===== config.mk =====
export PLATFORM = sky130hd
export DESIGN_NAME = proc_scycle
export DESIGN_NICKNAME = d
export VERILOG_FILES = /design/src/rtl/proc_scycle.sv
export SDC_FILE = /design/constraint.sdc
export NUM_CORES = 2
export LEC_CHECK = 0
export CAP_MARGIN = 20
export CORE_UTILIZATION = 40
export DETAILED_ROUTE_END_ITERATION = 10
export GPL_TIMING_DRIVEN = 0
export PLACE_DENSITY = 0.65
export SLEW_MARGIN = 20
export SYNTH_ARGS = -nofsm -noshare
export SYNTH_HDL_FRONTEND = slang
export SYNTH_SLANG_ARGS = --single-unit

===== constraint.sdc =====
create_clock -name clk -period 14.2 [get_ports clk]
set_input_delay 2.13 -clock clk [delete_from_list [all_inputs] [get_ports clk]]
set_output_delay 2.13 -clock clk [all_outputs]
set_load 0.02 [all_outputs]

===== src/rtl/proc_scycle.sv =====
// rtl/proc_scycle.sv - single-cycle TinyRV1 processor core
//
// Purpose: fetches, executes and commits one TinyRV1 instruction per clock
// (add, addi, mul, lw, sw, jal, jr, bne). Instruction and data memories answer
// combinationally in the same cycle. Three word addresses are mapped to the
// in0..in2 input ports (loads) and the out0..out2 output registers (stores).
//
// Ports:
//   clk, rst                 clock; asynchronous active-low reset
//   imemreq_val/addr         fetch request (addr is the current PC)
//   imemresp_data            fetched instruction word
//   dmemreq_val/type         data request valid; type 0 = read, 1 = write
//   dmemreq_addr/wdata       data address (rs1 + imm) and store data (rs2)
//   dmemresp_rdata           load data
//   in0..in2 / out0..out2    memory-mapped input ports / registered outputs
//   trace_val/addr/data      commit trace: PC and value written to rd

module proc_scycle (
  input  logic        clk,
  input  logic        rst,
  output logic        imemreq_val,
  output logic [31:0] imemreq_addr,
  input  logic [31:0] imemresp_data,
  output logic        dmemreq_val,
  output logic        dmemreq_type,
  output logic [31:0] dmemreq_addr,
  output logic [31:0] dmemreq_wdata,
  input  logic [31:0] dmemresp_rdata,
  input  logic [31:0] in0,
  input  logic [31:0] in1,
  input  logic [31:0] in2,
  output logic [31:0] out0,
  output logic [31:0] out1,
  output logic [31:0] out2,
  output logic        trace_val,
  output logic [31:0] trace_addr,
  output logic [31:0] trace_data
);

  localparam logic [6:0] OP_REG    = 7'b0110011;
  localparam logic [6:0] OP_IMM    = 7'b0010011;
  localparam logic [6:0] OP_LOAD   = 7'b0000011;
  localparam logic [6:0] OP_STORE  = 7'b0100011;
  localparam logic [6:0] OP_JAL    = 7'b1101111;
  localparam logic [6:0] OP_JALR   = 7'b1100111;
  localparam logic [6:0] OP_BRANCH = 7'b1100011;

  localparam logic [31:0] IO_ADDR0 = 32'h0000_2000;
  localparam logic [31:0] IO_ADDR1 = 32'h0000_2004;
  localparam logic [31:0] IO_ADDR2 = 32'h0000_2008;

  // Architectural state
  logic [31:0] pc_q, pc_d;
  logic [31:0] out0_q, out0_d;
  logic [31:0] out1_q, out1_d;
  logic [31:0] out2_q, out2_d;
  logic [31:0] rf_q [0:31];

  // Instruction fields
  logic [31:0] inst;
  logic [6:0]  opcode;
  logic [4:0]  rd, rs1, rs2;
  logic [2:0]  funct3;
  logic [6:0]  funct7;

  assign inst   = imemresp_data;
  assign opcode = inst[6:0];
  assign rd     = inst[11:7];
  assign funct3 = inst[14:12];
  assign rs1    = inst[19:15];
  assign rs2    = inst[24:20];
  assign funct7 = inst[31:25];

  // Immediates, all sign-extended from bit 31
  logic [31:0] imm_i, imm_s, imm_b, imm_j;

  assign imm_i = {{20{inst[31]}}, inst[31:20]};
  assign imm_s = {{20{inst[31]}}, inst[31:25], inst[11:7]};
  assign imm_b = {{19{inst[31]}}, inst[31], inst[7], inst[30:25], inst[11:8], 1'b0};
  assign imm_j = {{11{inst[31]}}, inst[31], inst[19:12], inst[20], inst[30:21], 1'b0};

  // Decode; anything not matched falls through as a no-op
  logic is_add, is_mul, is_addi, is_lw, is_sw, is_jal, is_jr, is_bne;

  assign is_add  = (opcode == OP_REG)    && (funct3 == 3'b000) && (funct7 == 7'b0000000);
  assign is_mul  = (opcode == OP_REG)    && (funct3 == 3'b000) && (funct7 == 7'b0000001);
  assign is_addi = (opcode == OP_IMM)    && (funct3 == 3'b000);
  assign is_lw   = (opcode == OP_LOAD)   && (funct3 == 3'b010);
  assign is_sw   = (opcode == OP_STORE)  && (funct3 == 3'b010);
  assign is_jal  = (opcode == OP_JAL);
  // jr is only the jalr form with rd = x0 and a zero offset
  assign is_jr   = (opcode == OP_JALR)   && (funct3 == 3'b000) && (rd == 5'd0)
                   && (inst[31:20] == 12'd0);
  assign is_bne  = (opcode == OP_BRANCH) && (funct3 == 3'b001);

  // Register file reads; x0 is hard-wired to zero
  logic [31:0] rs1_val, rs2_val;

  assign rs1_val = (rs1 == 5'd0) ? 32'd0 : rf_q[rs1];
  assign rs2_val = (rs2 == 5'd0) ? 32'd0 : rf_q[rs2];

  // Datapath
  logic [31:0] pc_plus4;
  logic [31:0] mem_addr;
  logic [31:0] mul_res;
  logic        is_io0, is_io1, is_io2, is_io;

  assign pc_plus4 = pc_q + 32'd4;
  assign mem_addr = rs1_val + (is_sw ? imm_s : imm_i);
  // Low word of the product is identical for signed and unsigned operands
  assign mul_res  = rs1_val * rs2_val;
  assign is_io0   = (mem_addr == IO_ADDR0);
  assign is_io1   = (mem_addr == IO_ADDR1);
  assign is_io2   = (mem_addr == IO_ADDR2);
  assign is_io    = is_io0 || is_io1 || is_io2;

  logic        rf_wen;
  logic [31:0] rf_wdata;
  logic        rf_we;
  logic        dmem_req;

  always_comb begin
    pc_d     = pc_plus4;
    out0_d   = out0_q;
    out1_d   = out1_q;
    out2_d   = out2_q;
    rf_wen   = 1'b0;
    rf_wdata = 32'd0;
    dmem_req = 1'b0;

    if (is_add) begin
      rf_wen   = 1'b1;
      rf_wdata = rs1_val + rs2_val;
    end else if (is_addi) begin
      rf_wen   = 1'b1;
      rf_wdata = rs1_val + imm_i;
    end else if (is_mul) begin
      rf_wen   = 1'b1;
      rf_wdata = mul_res;
    end else if (is_lw) begin
      rf_wen = 1'b1;
      if (is_io0) begin
        rf_wdata = in0;
      end else if (is_io1) begin
        rf_wdata = in1;
      end else if (is_io2) begin
        rf_wdata = in2;
      end else begin
        rf_wdata = dmemresp_rdata;
        dmem_req = 1'b1;
      end
    end else if (is_sw) begin
      if (is_io0) begin
        out0_d = rs2_val;
      end else if (is_io1) begin
        out1_d = rs2_val;
      end else if (is_io2) begin
        out2_d = rs2_val;
      end else begin
        dmem_req = 1'b1;
      end
    end else if (is_jal) begin
      rf_wen   = 1'b1;
      rf_wdata = pc_plus4;
      pc_d     = pc_q + imm_j;
    end else if (is_jr) begin
      pc_d = rs1_val & ~32'd1;
    end else if (is_bne) begin
      if (rs1_val != rs2_val) begin
        pc_d = pc_q + imm_b;
      end
    end
  end

  // Nothing commits while reset is held, so an instruction in flight when
  // reset arrives leaves no trace in the register file.
  assign rf_we = rst && rf_wen && (rd != 5'd0);

  always_ff @(posedge clk) begin
    if (rf_we) begin
      rf_q[rd] <= rf_wdata;
    end
  end

  always_ff @(posedge clk or negedge rst) begin
    if (!rst) begin
      pc_q   <= 32'd0;
      out0_q <= 32'd0;
      out1_q <= 32'd0;
      out2_q <= 32'd0;
    end else begin
      pc_q   <= pc_d;
      out0_q <= out0_d;
      out1_q <= out1_d;
      out2_q <= out2_d;
    end
  end

  // Outputs
  assign imemreq_val   = rst;
  assign imemreq_addr  = pc_q;
  assign dmemreq_val   = rst && dmem_req && !is_io;
  assign dmemreq_type  = is_sw;
  assign dmemreq_addr  = mem_addr;
  assign dmemreq_wdata = rs2_val;
  assign out0          = out0_q;
  assign out1          = out1_q;
  assign out2          = out2_q;
  assign trace_val     = rst;
  assign trace_addr    = pc_q;
  assign trace_data    = rf_we ? rf_wdata : 32'd0;

endmodule


==> reports/results.tsv <==
stage	metric	value	unit
status	run status	finished, violations left	
critical_path	Critical-path top delay cell	fa_1	
status	violated checks	negative setup slack	
critical_path	crit path DAT	12.15	ns
yosys	Yosys top cell area share	39.6	%
clock_network	clock root cell	clkbuf_16	
die	IO Pins	422	
critical_path	WS Path Type	input port to output pin	
yosys	Post-synth ARST share	11.0	%
placed_design	Post-DP Area	88500	sq um
drt	via-per-instance ratio	6.64	
layout	layout cells sized above 1	23.9	%
power	leakage power	39.0	nW
clock_network	CTS sink count	1151	
layout	Area Overhead vs Synth	27.3	%
die	# rows	161	
power	Power Density	214	nW/um^2
layout	design area	98800	sq um
drt	WL/cell	37.7	um
yosys	mapped cell area	77600	sq um
yosys	register bit count reported by yosys	1151	
placed_design	routability cong.	1.07	
clock_network	post-cts hold buffer count	0	
yosys	most frequent cell after synthesis	edfxtp_1	
sta	Worst Tran Pin Value	1.25	ns
critical_path	FF-to-FF path depth	29	
clock_network	CTS Buffer Depth	3	
drt	Iteration-0 DRC Markers	10600	
global_routing	largest net degree at the start of global routing	99	
global_routing	vias in the first global route	62500	
yosys	Mapped Cells	6173	
hold_path	HP Class	flip-flop to flip-flop	
die	Initial Util	40.3	%
yosys	prevailing post-synth register cell	edfxtp_1	
sta	Max Slew Vio Count	0	
yosys	Synth area leaders	edfxtp_1, mux4_2, fa_1, dfrtp_1, ha_1	
drt	WL final	370	mm
sta	RSZ-0062 raised after global routing	yes	
layout	fin util	51.3	%
yosys	top cells by count, synth	edfxtp_1, inv_1, nand2_1	
critical_path	flop-to-flop setup slack	4.04	ns
sta	final critical-path share of the clock period	101	%
sta	worst relative slew slack	16.2	%
clock_network	Clock transition at path regs	0.06	ns
yosys	area leader, netlist	edfxtp_1	
die	die height	443	um
critical_path	Worst setup EP type	output pin	
sta	Final Skew	0.115	ns
die	Die X	443	um
placed_design	hpwl dp	265	mm
power	VDD IR-drop max	0.000970	V
clock_network	CTS tree	yes	
drt	DRC	0	
flow_run	maxcap violations	0	
critical_path	startpoint types	input port	
sta	Period minus WS final	14.28	ns
critical_path	CP dominant cell by count	xnor2_1	
clock_network	Worst-Skew Late Latency	0.86	ns
critical_path	CP peak stage delay	0.56	ns
sta	final hold vios	0	
yosys	Avg Cell Area, Syn	12.6	sq um
sta	Fmax	0.0700	GHz
yosys	sequential share of the synthesized area	43.7	%
drt	via count	65100	
yosys	number of synthesized flops with an enable pin	1024	
sta	final setup margin	-0.0767	ns
hold_path	hold depth	2	
global_routing	initial antenna violation count	30	
sta	Final Setup Violations	1	
layout	nets@finish	7962	
drt	Pre-Repair DR Iteration Count	8	
global_routing	GRT Total Usage	37.0	%
critical_path	worst path required time	12.07	ns
placed_design	Port Buf Inserts	418	
clock_network	Num CTS Buffers	120	
die	core area	193000	sq um
global_routing	GRT overflow	0	
yosys	post-synth cell types	102	
drt	Detail Route Antenna Nets	0	
global_routing	first-pass GRT wire length	501	mm
die	Die ar.	196000	sq um
clock_network	H-tree depth	3	
critical_path	CP Max Fanout	10	
yosys	yosys warns	0	
[cell families after synthesis]
group | Yosys count | synth area share, %
AO/OA/AOI/OAI | 1059 | 9.14
XOR/XNOR | 222 | 2.59
adder cells (fa/ha/maj) | 647 | 14.4
buffers and inverters | 963 | 5.59
flip-flops | 1151 | 43.7
multiplexers | 728 | 16.5
other | 1 | 0.00483
AND/OR/NAND/NOR | 1402 | 8.04
[timing repair]
action | CTS | global route
gates resized for setup | 850 | 147
buffers inserted | 212 | 68
gates cloned | 2 | 1
setup endpoints to repair | 385 | 15
pin swaps | 63 | 52
[routing by layer]
layer | track usage, % | part of all wire (%) | routed length (um)
met1 | 43.5 | 32 | 120000
met3 | 15.6 | 16 | 58100
met2 | 52.9 | 42 | 155000
met4 | 29.5 | 9.9 | 36800
met5 | 0.220 | 0.079 | 292
[path summary, 6_finish.rpt]
kind                                         end              start
worst max-delay path              trace_data[31]  imemresp_data[17]
worst min-delay path                    out2[12]           out2[12]
worst max register to register       rf_q[6][29]       rf_q[15][18]
worst min register to register          out2[12]           out2[12]
max in group asynchronous                out2[1]                rst
min in group asynchronous       imemreq_addr[23]                rst
[where the power goes]
| part | leakage (nW) | switching, W | internal, W | total (W) |
|---|---|---|---|---|
| Combinational | 24.7 | 0.00857 | 0.00544 | 0.0140 |
| Clock | 1.99 | 0.00147 | 0.00188 | 0.00335 |
| Sequential | 12.3 | 0.0000931 | 0.00367 | 0.00376 |
| Total | 39.0 | 0.0101 | 0.0110 | 0.0211 |
[critical path, delay by kind of cell]
family	cells	cell delay [ns]
adders and majority gates	9	3.91
AOI/OAI and AO/OA	3	0.67
and+or+nand+nor	2	0.32
xor gates and xnor gates	10	2.30
buffers and inverters	14	2.72
[flip-flops by register name, indices dropped and copies added, names as in the netlist]
| signal | flops |
|---|---|
| rf_q | 1024 |
| out1 | 32 |
| out0 | 32 |
| imemreq_addr | 31 |
| out2 | 32 |
[metrics by stage]
step | hold WS [ns] | total power (W) | setup TNS (ns) | instances | setup WS, ns
2_1_floorplan | 0.581 | 0.0103 | 0 | 6206 | 0.147
3_3_place_gp | 0.463 | 0.0141 | -4345.48 | 9150 | -8.11
3_5_place_dp | 0.473 | 0.0142 | -764.22 | 9284 | -5.02
4_1_cts | 0.486 | 0.0197 | -0.0291 | 9709 | -0.0291
5_1_grt | 0.503 | 0.0216 | -0.158 | 9790 | -0.116
6_report | 0.482 | 0.0211 | -0.0767 | 9809 | -0.0767
[cell usage in the layout (no fill, tap or decap), types with 31 or more instances in the layout]
master and count:
a21o_1 62, a21oi_1 223, a221oi_1 35, a22oi_1 50, and2_1 60, buf_12 113, buf_16 88, buf_4 315
buf_6 52, buf_8 41, clkbuf_1 118, clkbuf_16 131, clkbuf_8 33, clkdlybuf4s50_1 393, conb_1 34, dfrtp_1 127
edfxtp_1 1024, fa_1 394, ha_1 215, inv_1 509, mux2_2 50, mux2i_1 221, mux4_2 435, nand2_1 508
nand3_1 46, nand4_1 31, nor2_1 442, nor2_4 37, nor3_1 55, o21a_1 34, o21ai_0 178, o21ai_1 40
o221ai_1 59, o22ai_1 56, xnor2_1 123, xor2_1 84
[cell type report]
| cell class | count | area, sq um |
|---|---|---|
| fill | 16100 | 93800 |
| buffer | 401 | 4550 |
| tap | 2526 | 3160 |
| multi-input combinational | 4093 | 41400 |
| timing repair buffer | 838 | 9360 |
| sequential | 1151 | 33900 |
| clock inverter | 85 | 1020 |
| clock buffer | 139 | 3090 |
| inverter | 548 | 2210 |
| antenna | 28 | 70.1 |
Power figures use the tool's default switching activity.
